--- src/rtl/vga_timing_gen.sv ---
// Raster timing generator: pixel clock-enable, syncs, blanking, coordinates and frame/line/vblank strobes.
// All outputs registered and mutually aligned; en=0 freezes the raster (no backpressure beyond that).
module vga_timing_gen #(
    parameter int H_ACTIVE = 640,
    parameter int H_FP     = 16,
    parameter int H_SYNC   = 96,
    parameter int H_BP     = 48,
    parameter int V_ACTIVE = 480,
    parameter int V_FP     = 10,
    parameter int V_SYNC   = 2,
    parameter int V_BP     = 33,
    parameter int HS_POL   = 0,
    parameter int VS_POL   = 0,
    parameter int CE_DIV   = 1,
    parameter int CNT_W    = 10
) (
    input  logic             clk,
    input  logic             reset,
    input  logic             en,
    output logic             pix_ce,
    output logic             hs,
    output logic             vs,
    output logic             active_nblank,
    output logic [CNT_W-1:0] drawX,
    output logic [CNT_W-1:0] drawY,
    output logic             line_start,
    output logic             frame_start,
    output logic             vblank_start,
    output logic [15:0]      frame_count
);

    localparam int H_TOTAL = H_ACTIVE + H_FP + H_SYNC + H_BP;
    localparam int V_TOTAL = V_ACTIVE + V_FP + V_SYNC + V_BP;
    localparam int CE_W    = (CE_DIV > 1) ? $clog2(CE_DIV) : 1;

    localparam logic [CE_W-1:0]  CE_LAST = CE_W'(CE_DIV - 1);
    localparam logic [CNT_W-1:0] H_LAST  = CNT_W'(H_TOTAL - 1);
    localparam logic [CNT_W-1:0] V_LAST  = CNT_W'(V_TOTAL - 1);
    localparam logic [CNT_W-1:0] H_ACT   = CNT_W'(H_ACTIVE);
    localparam logic [CNT_W-1:0] V_ACT   = CNT_W'(V_ACTIVE);
    localparam logic [CNT_W-1:0] H_SS    = CNT_W'(H_ACTIVE + H_FP);
    localparam logic [CNT_W-1:0] H_SE    = CNT_W'(H_ACTIVE + H_FP + H_SYNC);
    localparam logic [CNT_W-1:0] V_SS    = CNT_W'(V_ACTIVE + V_FP);
    localparam logic [CNT_W-1:0] V_SE    = CNT_W'(V_ACTIVE + V_FP + V_SYNC);
    localparam logic             HS_ON   = 1'(HS_POL);
    localparam logic             VS_ON   = 1'(VS_POL);

    if ((2 ** CNT_W) < H_TOTAL || (2 ** CNT_W) < V_TOTAL) begin : g_bad_cnt_w
        $error("vga_timing_gen: CNT_W too narrow for raster totals");
    end
    if (CE_DIV < 1) begin : g_bad_ce_div
        $error("vga_timing_gen: CE_DIV must be >= 1");
    end
    if (H_ACTIVE < 1 || H_FP < 1 || H_SYNC < 1 || H_BP < 1 ||
        V_ACTIVE < 1 || V_FP < 1 || V_SYNC < 1 || V_BP < 1) begin : g_bad_geom
        $error("vga_timing_gen: porch, sync and active counts must be non-zero");
    end

    logic [CE_W-1:0]  ce_cnt_q, ce_cnt_d;
    logic [CNT_W-1:0] x_q, x_d, y_q, y_d;
    logic [15:0]      frame_count_q, frame_count_d;
    logic             pix_ce_q, pix_ce_d;
    logic             hs_q, hs_d, vs_q, vs_d, act_q, act_d;
    logic             ls_q, ls_d, fs_q, fs_d, vbs_q, vbs_d;
    logic             ce_wrap, adv;

    // The registered decode is taken from the next position so it lines up with drawX/drawY.
    always_comb begin
        ce_wrap       = (ce_cnt_q == CE_LAST);
        ce_cnt_d      = ce_cnt_q;
        pix_ce_d      = en && ce_wrap;
        adv           = pix_ce_q && en;
        x_d           = x_q;
        y_d           = y_q;
        frame_count_d = frame_count_q;

        if (en) begin
            ce_cnt_d = ce_wrap ? '0 : ce_cnt_q + 1'b1;
        end

        if (adv) begin
            if (x_q == H_LAST) begin
                x_d = '0;
                if (y_q == V_LAST) begin
                    y_d           = '0;
                    frame_count_d = frame_count_q + 16'd1;
                end else begin
                    y_d = y_q + 1'b1;
                end
            end else begin
                x_d = x_q + 1'b1;
            end
        end

        act_d = (x_d < H_ACT) && (y_d < V_ACT);
        hs_d  = ((x_d >= H_SS) && (x_d < H_SE)) ? HS_ON : ~HS_ON;
        vs_d  = ((y_d >= V_SS) && (y_d < V_SE)) ? VS_ON : ~VS_ON;
        ls_d  = pix_ce_d && (x_d == '0);
        fs_d  = ls_d && (y_d == '0);
        vbs_d = ls_d && (y_d == V_ACT);
    end

    always_ff @(posedge clk) begin
        if (reset) begin
            ce_cnt_q      <= '0;
            x_q           <= '0;
            y_q           <= '0;
            frame_count_q <= '0;
            pix_ce_q      <= 1'b0;
            hs_q          <= ~HS_ON;
            vs_q          <= ~VS_ON;
            act_q         <= 1'b0;
            ls_q          <= 1'b0;
            fs_q          <= 1'b0;
            vbs_q         <= 1'b0;
        end else begin
            ce_cnt_q      <= ce_cnt_d;
            x_q           <= x_d;
            y_q           <= y_d;
            frame_count_q <= frame_count_d;
            pix_ce_q      <= pix_ce_d;
            hs_q          <= hs_d;
            vs_q          <= vs_d;
            act_q         <= act_d;
            ls_q          <= ls_d;
            fs_q          <= fs_d;
            vbs_q         <= vbs_d;
        end
    end

    assign pix_ce        = pix_ce_q;
    assign hs            = hs_q;
    assign vs            = vs_q;
    assign active_nblank = act_q;
    assign drawX         = x_q;
    assign drawY         = y_q;
    assign line_start    = ls_q;
    assign frame_start   = fs_q;
    assign vblank_start  = vbs_q;
    assign frame_count   = frame_count_q;

endmodule
--- config.mk ---
export PLATFORM = sky130hd
export DESIGN_NAME = vga_timing_gen
export DESIGN_NICKNAME = d
export VERILOG_FILES = /design/src/rtl/vga_timing_gen.sv
export SDC_FILE = /design/constraint.sdc
export NUM_CORES = 1
export LEC_CHECK = 0
export CAP_MARGIN = 0
export CORE_MARGIN = 1
export CORE_UTILIZATION = 30
export DETAILED_ROUTE_END_ITERATION = 7
export GPL_TIMING_DRIVEN = 0
export PLACE_DENSITY = 0.57
export SLEW_MARGIN = 10
export SYNTH_ARGS = -nofsm -noshare
export SYNTH_HDL_FRONTEND = slang
export SYNTH_SLANG_ARGS = --single-unit
--- constraint.sdc ---
create_clock -name clk -period 2.6 [get_ports clk]
set_input_delay 0.39 -clock clk [delete_from_list [all_inputs] [get_ports clk]]
set_output_delay 0.39 -clock clk [all_outputs]
set_load 0.01 [all_outputs]
# Yosys cells after proc, flatten, opt, wreduce, memory -nomap -nowiden
# Cells that the tools add are included.
word_totals:
  regBits: 44
  out_inout_bits: 43
  elab_cells: 44
  input_bits: 3
op_classes:
  n_lt_le_gt_ge: 6
  addsub: 4
  muxes: 8
  eq_ne: 3
  n_bitwise: 1
  n_reduce_logical: 11
op_table:
  columns: ["cell", "count"]
  rows:
  - ["10-bit two-way mux", 5]
  - ["10-bit by 1-bit adder with 10-bit output (second input constant)", 2]
  - ["10-bit equality test (second input constant)", 2]
  - ["10-bit zero test", 2]
  - ["10-bit < comparator (second input constant)", 2]
  - ["10-bit by 9-bit < comparator with 1-bit output (second input constant)", 2]
  - ["16-bit by 1-bit adder with 16-bit output (second input constant)", 1]
  - ["10-bit by 9-bit equality test with 1-bit output (second input constant)", 1]
  - ["10-bit >= comparator (second input constant)", 1]
  - ["10-bit by 9-bit >= comparator with 1-bit output (second input constant)", 1]
  - ["1-bit logical AND", 8]
  - ["1-bit two-way mux", 3]
  - ["3-bit AND reduction", 1]
  - ["1-bit adder (second input constant)", 1]
  - ["1-bit inverter", 1]

# Depth between registers and ports, before layout
# Gate-level depths: netlist (run 1).
logic_depth:
  word_depth: 7
  mapped_depth: 9
  ltp_nobuf: 7

# Worst setup path before layout (run 1)
# Ideal clock, no wire load.
synth_timing:
  path_kind: "register to register"
  from: "reg x_q[0], in the netlist drawX[0]"
  to: "reg act_q, in the netlist active_nblank"
  t_arrival_ns: 2.437
  path_stages_with_launch: 9
  setup_ns: 0.116
  path_slack_ns: 0.048
  path_buffers: 1
  cell_sequence: "dfxtp_1 ha_1 nand3_1 or4_4 buf_6 nor2_4 xnor2_1 or4_4 and3_1"
synth_via:
  elab_chain_cells: 5
  elab_cells_between_ends: 9
synth_lines:
  columns: ["element", "line", "source"]
  rows:
  - ["start, declared", "60", "logic [CNT_W-1:0] x_q, x_d, y_q, y_d;"]
  - ["start signal, assigned", "106", "x_q <= '0;"]
  - ["start signal, assigned", "118", "x_q <= x_d;"]
  - ["10-bit by 1-bit adder with 10-bit output / 10-bit equality test (equally long branches)", "91, 82", null]
  - ["10-bit two-way mux", "82", "if (x_q == H_LAST) begin"]
  - ["10-bit two-way mux", "81", "if (adv) begin"]
  - ["10-bit < comparator / 10-bit by 9-bit < comparator with 1-bit output (equally long branches)", "95", "act_d = (x_d < H_ACT) && (y_d < V_ACT);"]
  - ["1-bit logical AND *", "95", null]
  - ["end signal, assigned", "124", "act_q <= act_d;"]
  - ["end, declared", "63", "logic hs_q, hs_d, vs_q, vs_d, act_q, act_d;"]
# Every way passes the cells marked *; elsewhere a longest branch is shown, timed or not.
# A chain may end at the register's enable or synchronous reset.

# Worst setup path after layout (run 1)
# Same ends and word-level chain as after synthesis.

==> results of run 1 <==
==> state kept, by name, indices dropped and copies added, names as in the netlist <==
signal         cells
drawX             10
frame_count       16
vs                 1
vblank_start       1
active_nblank      1
line_start         1
pix_ce             1
frame_start        1
drawY             10
hs                 1
==> cell families after synthesis <==
| family | Yosys count |
|---|---|
| simple gates | 129 |
| flops | 43 |
| compound gates | 37 |
| xor+xnor | 23 |
| buf+inv | 18 |
| fa+ha+maj | 4 |
| mux | 3 |
==> repair_timing <==
item	in CTS	in global routing
setup endpoints to repair	13	3
gates resized for setup	10	7
pin swaps	0	2
==> placed cells by master, fill, tap and decap left out, types with 3 or more instances in the layout <==
cell type,n
and4_1,3
clkdlybuf4s50_1,44
clkbuf_1,6
a21oi_1,13
nor2_1,33
xnor2_1,11
xor2_1,11
inv_1,5
ha_1,3
nand3_1,10
nand4_1,15
and3_1,8
or3_1,4
o21ai_0,8
nor2b_1,3
nor3_1,14
nand2_1,17
dfxtp_1,41
clkbuf_8,5
==> metrics by stage <==
stage	utilization	instances	hold slack (ns)	worst slack, ns	power [mW]
2_1_floorplan	-	257	0.4689	0.04795	0.7144
3_3_place_gp	0.3980	398	0.4950	-0.6535	0.7414
3_5_place_dp	0.3980	398	0.5006	-0.6473	0.7412
4_1_cts	0.4146	406	0.5053	0.02745	1.152
5_1_grt	0.4175	405	0.5418	0.007978	1.180
6_report	0.4175	405	0.5111	0.08017	1.136
==> layer usage <==
metal	routed length, um	share of wire	track usage
met5	0	0	0
met4	69	0.013	0.05216
met3	231	0.043	0.03128
met2	2446	0.46	0.2273
met1	2621	0.49	0.1961
==> final timing paths <==
path	start	end	slack, ns
max reg2reg	drawX[0]	active_nblank	0.08
max	drawX[0]	active_nblank	0.08
min reg2reg	drawX[0]	drawX[0]	0.51
min	drawX[0]	drawX[0]	0.51
==> layout make-up <==
class | instances | area, sq um
tap | 96 | 120.1
fill | 717 | 4045
timing repair buffer | 45 | 449.2
inverter | 5 | 18.77
multi-input combinational | 196 | 1296
buffer | 12 | 67.56
clock buffer | 7 | 76.32
clock inverter | 1 | 5.005
sequential | 43 | 865.8
==> worst max-delay path, delay by kind of cell, from the launching register on <==
| family | cells | cell delay [ns] |
|---|---|---|
| buffers and inverters | 1 | 0.16 |
| XOR/XNOR | 1 | 0.10 |
| flip-flops | 1 | 0.38 |
| adder cells (fa/ha/maj) | 1 | 0.23 |
| AND/OR/NAND/NOR | 5 | 1.53 |
==> power breakdown <==
part	switching [mW]	leakage (nW)	internal, mW
sequential	0.00676	0.349	0.664
clock	0.222	0.0422	0.189
combinational	0.0299	0.570	0.0249
==> impl_metrics.json, run 1 <==
{
  "status": "complete, no violations",
  "slew_violations": 0,
  "yosys-top-cells-area": "dfxtp_1 39%, nor2_1 5.6%, xnor2_1 4.8%",
  "synth.avg_cell_area_sq_um": 8.534,
  "place_hpwl_um": 3893,
  "clk_pin_slew_ns": 0.08,
  "hold_path_class": "reg2reg",
  "drtIter0Drc": 66,
  "wl_per_cell_um": 13.25,
  "layout-drive-gt1-share": 0.1003,
  "synth_fa_ha_area_frac": 0.02282,
  "finalHoldViolations": 0,
  "dr.pass1.iters": 4,
  "finalSetupViolations": 0,
  "track_usage": 0.1450,
  "cp_slowest_cell": "or4_4",
  "grt_max_degree": 13,
  "postCtsSetupRepairBufs": 0,
  "crit_chain": "ha_2 > nand3_4 > or4_4 > buf_6 > nor2_4 > xnor2_2 > or4_4 > and3_1",
  "fin_crit_sh": 0.9692,
  "worst_path_largest_cell_delay_ns": 0.55,
  "seq_area_frac_synth": 0.3925,
  "post-route-cell-area_sq_mm": 0.002899,
  "tightestPinTransition_ns": 0.5527,
  "cts_tree": "built",
  "gp_congestion": 0.7757,
  "n_antenna_cell": 0,
  "cap_violations": 0,
  "initial_core_util": 0.3159,
  "yosys.area.top_type": "dfxtp_1",
  "hold_depth": 2,
  "synth_fp_nets": 264,
  "synth_edf_count": 0,
  "antenna_found_initial": 0,
  "power_density_mw_per_mm2": 391.8,
  "final_nets": 315,
  "fp.dieH_um": 87.51,
  "ant_nets": 0,
  "crit_path_end_kind": "flop",
  "ys_types": 51,
  "overflow": 0,
  "synth-main-ff-cell": "dfxtp_1",
  "port_buffers": 45,
  "synthSimpleGateAreaFrac": 0.3326,
  "grt_first_pass_wirelength_um": 8576,
  "p_leak_nw": 0.9606,
  "async_flop_share": 0,
  "dieArea_sq_mm": 0.007657,
  "cp.required_ns": 2.79,
  "cp-start-kind": "flop",
  "die_width_um": 87.51,
  "clock_latency_ns": 0.29,
  "drt_wl_total_um": 5367,
  "htreeDepth": 2,
  "ios": 46,
  "core_area_sq_mm": 0.006944,
  "synth_warnings": 0,
  "skew_ns": 0.006957,
  "synth_top_family_by_area": "simple AND/OR/NAND/NOR gates",
  "yosys-top-cells-count": "43 x dfxtp_1, 33 x nor2_1, 17 x nand2_1",
  "via_count": 1992,
  "area_growth_syn_to_layout_pct": 32.17,
  "clock_path_buffers": 2,
  "synthCells": 257,
  "period_needed_ns": 2.520,
  "synth.most_common_cell": "dfxtp_1",
  "rsz0062_at_grt": "no",
  "drc": 0,
  "rr_worst_depth": 8,
  "timing.fmax_mhz": 396.9,
  "peakVddDrop_mv": 0.2181,
  "cts_sinks": 43,
  "cp_max_fo": 9,
  "max_slew_margin": 0.6316,
  "cts_hold_buf": 0,
  "synth-compound-area-share": 0.1072,
  "rows": 30,
  "dpl_cell_area_sq_mm": 0.002764,
  "fin_tns_setup_ns": 0,
  "ys_ff_latch": 43,
  "netlist_area_sq_mm": 0.002193,
  "synth.area.mux_share": 0.01426,
  "grt_pass1_vias": 1779,
  "cpMostUsedCell": "or4_4",
  "cp.arrival_ns": 2.71,
  "path_class": "reg2reg",
  "viasPerCell": 4.919,
  "yosysTopAreaCellShare": 0.3925,
  "clockRootBuffer": "clkbuf_8",
  "synth_xor_area_frac": 0.09184,
  "numCtsBuffers": 5
}
Power figures use the tool's default switching activity.
==> run 2: changes to the inputs <==
- ABC_AREA: default -> 1
- PLACE_DENSITY: 0.57 -> 0.55
==> run 2 against run 1 <==
Clock skew up 0.0043 ns. Sequential share of layout area down 3.4 points. Critical endpoint is now frame_start. Largest power group unchanged. Via count up 34%. Count of clock-buffer cells in the layout down 2. Non-clock buffer count down 5. Critical path depth up 3. Die area up 16%. Worst setup slack better by 0.40 ns. Utilization down 2.3 points.
==> impl_metrics.json, run 2 <==
{
  "drtIter0Drc": 100,
  "p_leak_nw": 1.374,
  "seq_area_frac_synth": 0.3361,
  "grt_max_degree": 15,
  "place_hpwl_um": 5459,
  "grt_first_pass_wirelength_um": 11610,
  "ant_nets": 0,
  "cts_resized": 0,
  "htreeDepth": 2,
  "cp.required_ns": 2.84,
  "synth-compound-area-share": 0.07719,
  "period_needed_ns": 2.121,
  "synthSimpleGateAreaFrac": 0.4411,
  "postCtsSetupRepairBufs": 0,
  "path_class": "reg2reg",
  "synth_fp_nets": 420,
  "synth.most_common_cell": "nand2_1",
  "wl_per_cell_um": 12.39,
  "synthCells": 413,
  "finalHoldViolations": 0,
  "hold_path_class": "reg2reg",
  "port_buffers": 45,
  "fin_tns_setup_ns": 0,
  "largest_reg_flops": 16,
  "fin_crit_sh": 0.8158,
  "final_nets": 472,
  "numCtsBuffers": 5,
  "n_antenna_cell": 0,
  "cts_sinks": 43,
  "netlist_area_sq_mm": 0.002561,
  "synth_top_family_by_area": "simple AND/OR/NAND/NOR gates",
  "antenna_found_initial": 0,
  "cp_max_fo": 9,
  "cp-start-kind": "flop",
  "rsz0062_at_grt": "no",
  "clk_pin_slew_ns": 0.09,
  "grt_pass1_vias": 2395,
  "viasPerCell": 4.683,
  "dr.pass1.iters": 4,
  "skew_ns": 0.01126,
  "dpl_cell_area_sq_mm": 0.003143,
  "cts_tree": "built",
  "cts_hold_buf": 0,
  "ios": 46,
  "initial_core_util": 0.3102,
  "gp_congestion": 0.8788,
  "clockRootBuffer": "clkbuf_8",
  "fp.dieH_um": 94.40,
  "yosys-top-cells-area": "dfxtp_1 34%, nand2_1 16%, nor2_1 9.7%",
  "fill_cells": 908,
  "layout_common_cells": "107 x nand2_1, 66 x nor2_1, 61 x inv_1",
  "slew_violations": 0,
  "yosys-top-cells-count": "107 x nand2_1, 66 x nor2_1, 61 x inv_1",
  "dieArea_sq_mm": 0.008910,
  "tightestPinTransition_ns": 0.5604,
  "async_flop_share": 0,
  "layout-drive-gt1-share": 0.06009,
  "crit_path_end_kind": "flop",
  "via_count": 2674,
  "cp.arrival_ns": 2.36,
  "power_density_mw_per_mm2": 386.5,
  "area_growth_syn_to_layout_pct": 27.11,
  "peakVddDrop_mv": 0.2654,
  "synth-main-ff-cell": "dfxtp_1",
  "ys_types": 31,
  "post-route-cell-area_sq_mm": 0.003256,
  "dp_slack_ns": 0.2057,
  "ys_ff_latch": 43,
  "post-route-util": 0.3942,
  "synth_warnings": 0,
  "synth_fa_ha_area_frac": 0.01954,
  "yosysTopAreaCellShare": 0.3361,
  "drt_wl_total_um": 7074,
  "worst_slack_ns": 0.4789,
  "synth_xor_area_frac": 0.01710,
  "max_slew_margin": 0.6264,
  "rows": 33,
  "timing.fmax_mhz": 471.5,
  "track_usage": 0.1672,
  "core_area_sq_mm": 0.008258,
  "clock_latency_ns": 0.30,
  "overflow": 0,
  "synth.area.mux_share": 0,
  "final_common_cell": "nand2_1",
  "cap_violations": 0,
  "synth.avg_cell_area_sq_um": 6.201,
  "yosys.area.top_type": "dfxtp_1",
  "clock_path_buffers": 2,
  "status": "complete, no violations",
  "synth_edf_count": 0,
  "drc": 0,
  "finalSetupViolations": 0,
  "die_width_um": 94.40
}
-- run 2: power breakdown --
| part | switching [mW] | total, mW | internal, mW |
|---|---|---|---|
| Combinational | 0.0321 | 0.0534 | 0.0212 |
| Clock | 0.250 | 0.537 | 0.286 |
| Sequential | 0.00475 | 0.668 | 0.663 |
-- run 2: area by class of cell --
type | count | area, sq um | share of cell area
buffer | 7 | 38.79 | 0.01191
clock buffer | 5 | 68.82 | 0.02114
clock inverter | 3 | 43.79 | 0.01345
inverter | 64 | 240.2 | 0.07379
multi-input combinational | 299 | 1421 | 0.4366
sequential | 43 | 860.8 | 0.2644
tap | 105 | 131.4 | 0.04035
timing repair buffer | 45 | 450.4 | 0.1384
-- run 2: routing by layer --
metal / wire length [um] / part of all wire / global-route usage / vias up
li1: - / - / - / 1424
met1: 3505 / 0.50 / 0.2295 / 1188
met2: 3176 / 0.45 / 0.2705 / 60
met3: 364 / 0.051 / 0.02979 / 2
met4: 27 / 0.0038 / 0.03974 / 0
met5: 0 / 0 / 0 / -
-- run 2: worst paths after layout --
check                   from              end  slack (ns)  cells past startpoint
min          frame_count[15]  frame_count[15]        0.49                      2
max reg2reg         drawX[0]      frame_start        0.48                     11
min reg2reg  frame_count[15]  frame_count[15]        0.49                      2
max                 drawX[0]      frame_start        0.48                     11
-- run 2: stage by stage --
step	hold WS (ns)	instances	power, mW
3_3_place_gp	0.4815	563	0.7382
2_1_floorplan	0.5057	413	0.7118
6_report	0.4920	571	1.258
3_5_place_dp	0.4836	563	0.7380
5_1_grt	0.5298	571	1.314
4_1_cts	0.4976	571	1.283
-- run 2: cell families (layout without fill, tap and decap cells) --
group	Yosys count	count (layout)
buf+inv	71	124
fa+ha+maj	4	4
xor+xnor	5	5
simple gates	252	252
compound gates	38	38
flops	43	43
-- run 2: critical path, stage by stage (launching register included) --
cell     delay (ns)
dfxtp_1        0.43
ha_1           0.26
nand2_1        0.15
nor2_8         0.20
nand3_4        0.13
inv_2          0.12
nand2_1        0.16
nand3_1        0.18
nand2_1        0.06
nor2_1         0.14
nand3_1        0.12
nor2_1         0.09
==> run 3: changes to the inputs <==
- clock period: 2.6 -> 1.8 ns (I/O delays scaled with it)
==> run 3 against run 2 <==
Worst setup slack worse by 0.48 ns. Power increased by 46%. Sequential power grew 44%. Critical endpoint is now vblank_start. Largest power group unchanged.
==> impl_metrics.json, run 3 (synthesis gave the netlist of run 2 again) <==
{
  "slew_violations": 0,
  "cp-start-kind": "flop",
  "p_int_mw": 1.403,
  "antenna_found_initial": 0,
  "initial_core_util": 0.3102,
  "dr.pass1.iters": 5,
  "drtIter0Drc": 100,
  "track_usage": 0.1710,
  "grt_pass1_vias": 2478,
  "hold_path_class": "in2reg",
  "startpoint": "drawX[1]",
  "core_area_sq_mm": 0.008258,
  "peakVddDrop_mv": 0.3847,
  "viasPerCell": 4.780,
  "cap_violations": 0,
  "worst_slack_ns": 0.002469,
  "path_class": "reg2reg",
  "via_count": 2806,
  "hold_slack_ns": 0.4611,
  "combPwrFrac": 0.047,
  "ant_nets": 0,
  "rsz0062_at_grt": "yes",
  "status": "complete, no violations",
  "dp_cells": 563,
  "layout_common_cells": "98 x nand2_1, 60 x nor2_1, 55 x inv_1",
  "p_leak_nw": 1.533,
  "clock_latency_ns": 0.31,
  "fin_crit_sh": 0.9986,
  "n_antenna_cell": 0,
  "post_layout_nonfiller_instances": 587,
  "cp.required_ns": 2.04,
  "switching_share": 0.2343,
  "wl_per_cell_um": 12.62,
  "rr_worst_depth": 12,
  "cp_max_fo": 6,
  "ios": 46,
  "grt_first_pass_wirelength_um": 11870,
  "r2r-start": "drawX[1]",
  "pwr-share-seq": 0.524,
  "die_width_um": 94.40,
  "p_sw_mw": 0.4293,
  "power_mw": 1.832,
  "cts_tree": "built",
  "drt_wl_total_um": 7407,
  "power_density_mw_per_mm2": 513.3,
  "fill_cells": 883,
  "clockRootBuffer": "clkbuf_8",
  "grt_max_degree": 15,
  "overflow": 0,
  "finalHoldViolations": 0,
  "r2r_end": "vblank_start",
  "clock_path_buffers": 2,
  "gp_congestion": 0.8788,
  "final_nets": 488,
  "largest_reg_flops": 16,
  "clk_pin_slew_ns": 0.10,
  "p_clk_frac": 0.428,
  "drc": 0,
  "fp.dieH_um": 94.40,
  "crit_path_end_kind": "flop",
  "r2r_slack_ns": 0.002,
  "tightestPinTransition_ns": 0.5786,
  "numCtsBuffers": 5,
  "timing.fmax_mhz": 556.3,
  "cts_sinks": 43,
  "post-route-util": 0.4323,
  "place_hpwl_um": 5459,
  "layout-drive-gt1-share": 0.1867,
  "dp_slack_ns": -0.4743,
  "max_slew_margin": 0.6143,
  "skew_ns": 0.01129,
  "htreeDepth": 2,
  "crit_end": "vblank_start",
  "final_common_cell": "nand2_1",
  "period_needed_ns": 1.798,
  "area_growth_syn_to_layout_pct": 39.37,
  "port_buffers": 45,
  "finalSetupViolations": 0,
  "cts_hold_buf": 0,
  "cp.arrival_ns": 2.04,
  "dieArea_sq_mm": 0.008910,
  "rows": 33
}
==> run 3: changes by cell type in the layout (fill, tap and decap cells not counted), sizes merged <==
cell | before | now
buf | 4 | 20
dlygate4sd2 | 0 | 1
clkdlybuf4s50 | 45 | 44
==> run 3: routing by layer <==
| metal | GRT usage | vias up | routed length [um] |
|---|---|---|---|
| li1 | - | 1464 | - |
| met1 | 0.2309 | 1254 | 3523 |
| met2 | 0.2790 | 76 | 3349 |
| met3 | 0.02979 | 12 | 390 |
| met4 | 0.04615 | 0 | 143 |
| met5 | 0 | - | 0 |
==> run 3: critical path, cell delays in order, from the launching register on <==
cell and delay (ns):
dfxtp_4 0.37, ha_4 0.16, nand2_4 0.07, nor2_8 0.11, nand3_4 0.10, buf_8 0.14, buf_2 0.15, buf_4 0.15
nand3_4 0.10, nand2_1 0.09, inv_1 0.08, nand3_2 0.09, nor2_1 0.10
==> run 3: power groups by stage <==
stage / clock [mW] / combinational [mW] / sequential (mW)
after global routing: 0.845 / 0.0971 / 0.962
final: 0.785 / 0.0867 / 0.961
after CTS: 0.809 / 0.0853 / 0.964
after global placement: 0 / 0.0787 / 0.988
after floorplan: 0 / 0.0384 / 0.990
after detailed placement: 0 / 0.0786 / 0.987
==> run 3: how the worst min path moves through the flow <==
stage | depth (start not counted) | endpoint | slack [ns] | from
after floorplan | 2 | pix_ce | 0.39 | en
after detailed placement | 2 | frame_count[15] | 0.48 | frame_count[15]
final | 3 | pix_ce | 0.46 | en
after CTS | 3 | pix_ce | 0.46 | en
after global placement | 2 | frame_count[15] | 0.48 | frame_count[15]
after global routing | 3 | pix_ce | 0.49 | en
==> run 3: final cells by class <==
cell class / count / area (sq um) / area share
timing repair buffer: 61 / 574.3 / 0.1609
tap: 105 / 131.4 / 0.03680
clock inverter: 3 / 43.79 / 0.01227
multi-input combinational: 299 / 1577 / 0.4416
buffer: 7 / 45.04 / 0.01262
sequential: 43 / 884.6 / 0.2478
inverter: 64 / 245.2 / 0.06870
clock buffer: 5 / 68.82 / 0.01928
==> run 3: metrics by stage <==
step	TNS, ns	instance area [sq um]
after global routing	-0.4630	3570
after CTS	0	3391
final	0	3570
after floorplan	0	2561
after global placement	-8.177	3143
after detailed placement	-8.533	3143
==> run 3: timing repair <==
item,4_1_cts,5_1_grt
gates cloned,0,0
setup endpoints to repair,25,18
resized for setup,18,51
setup buffers,10,6
pin swaps,5,13
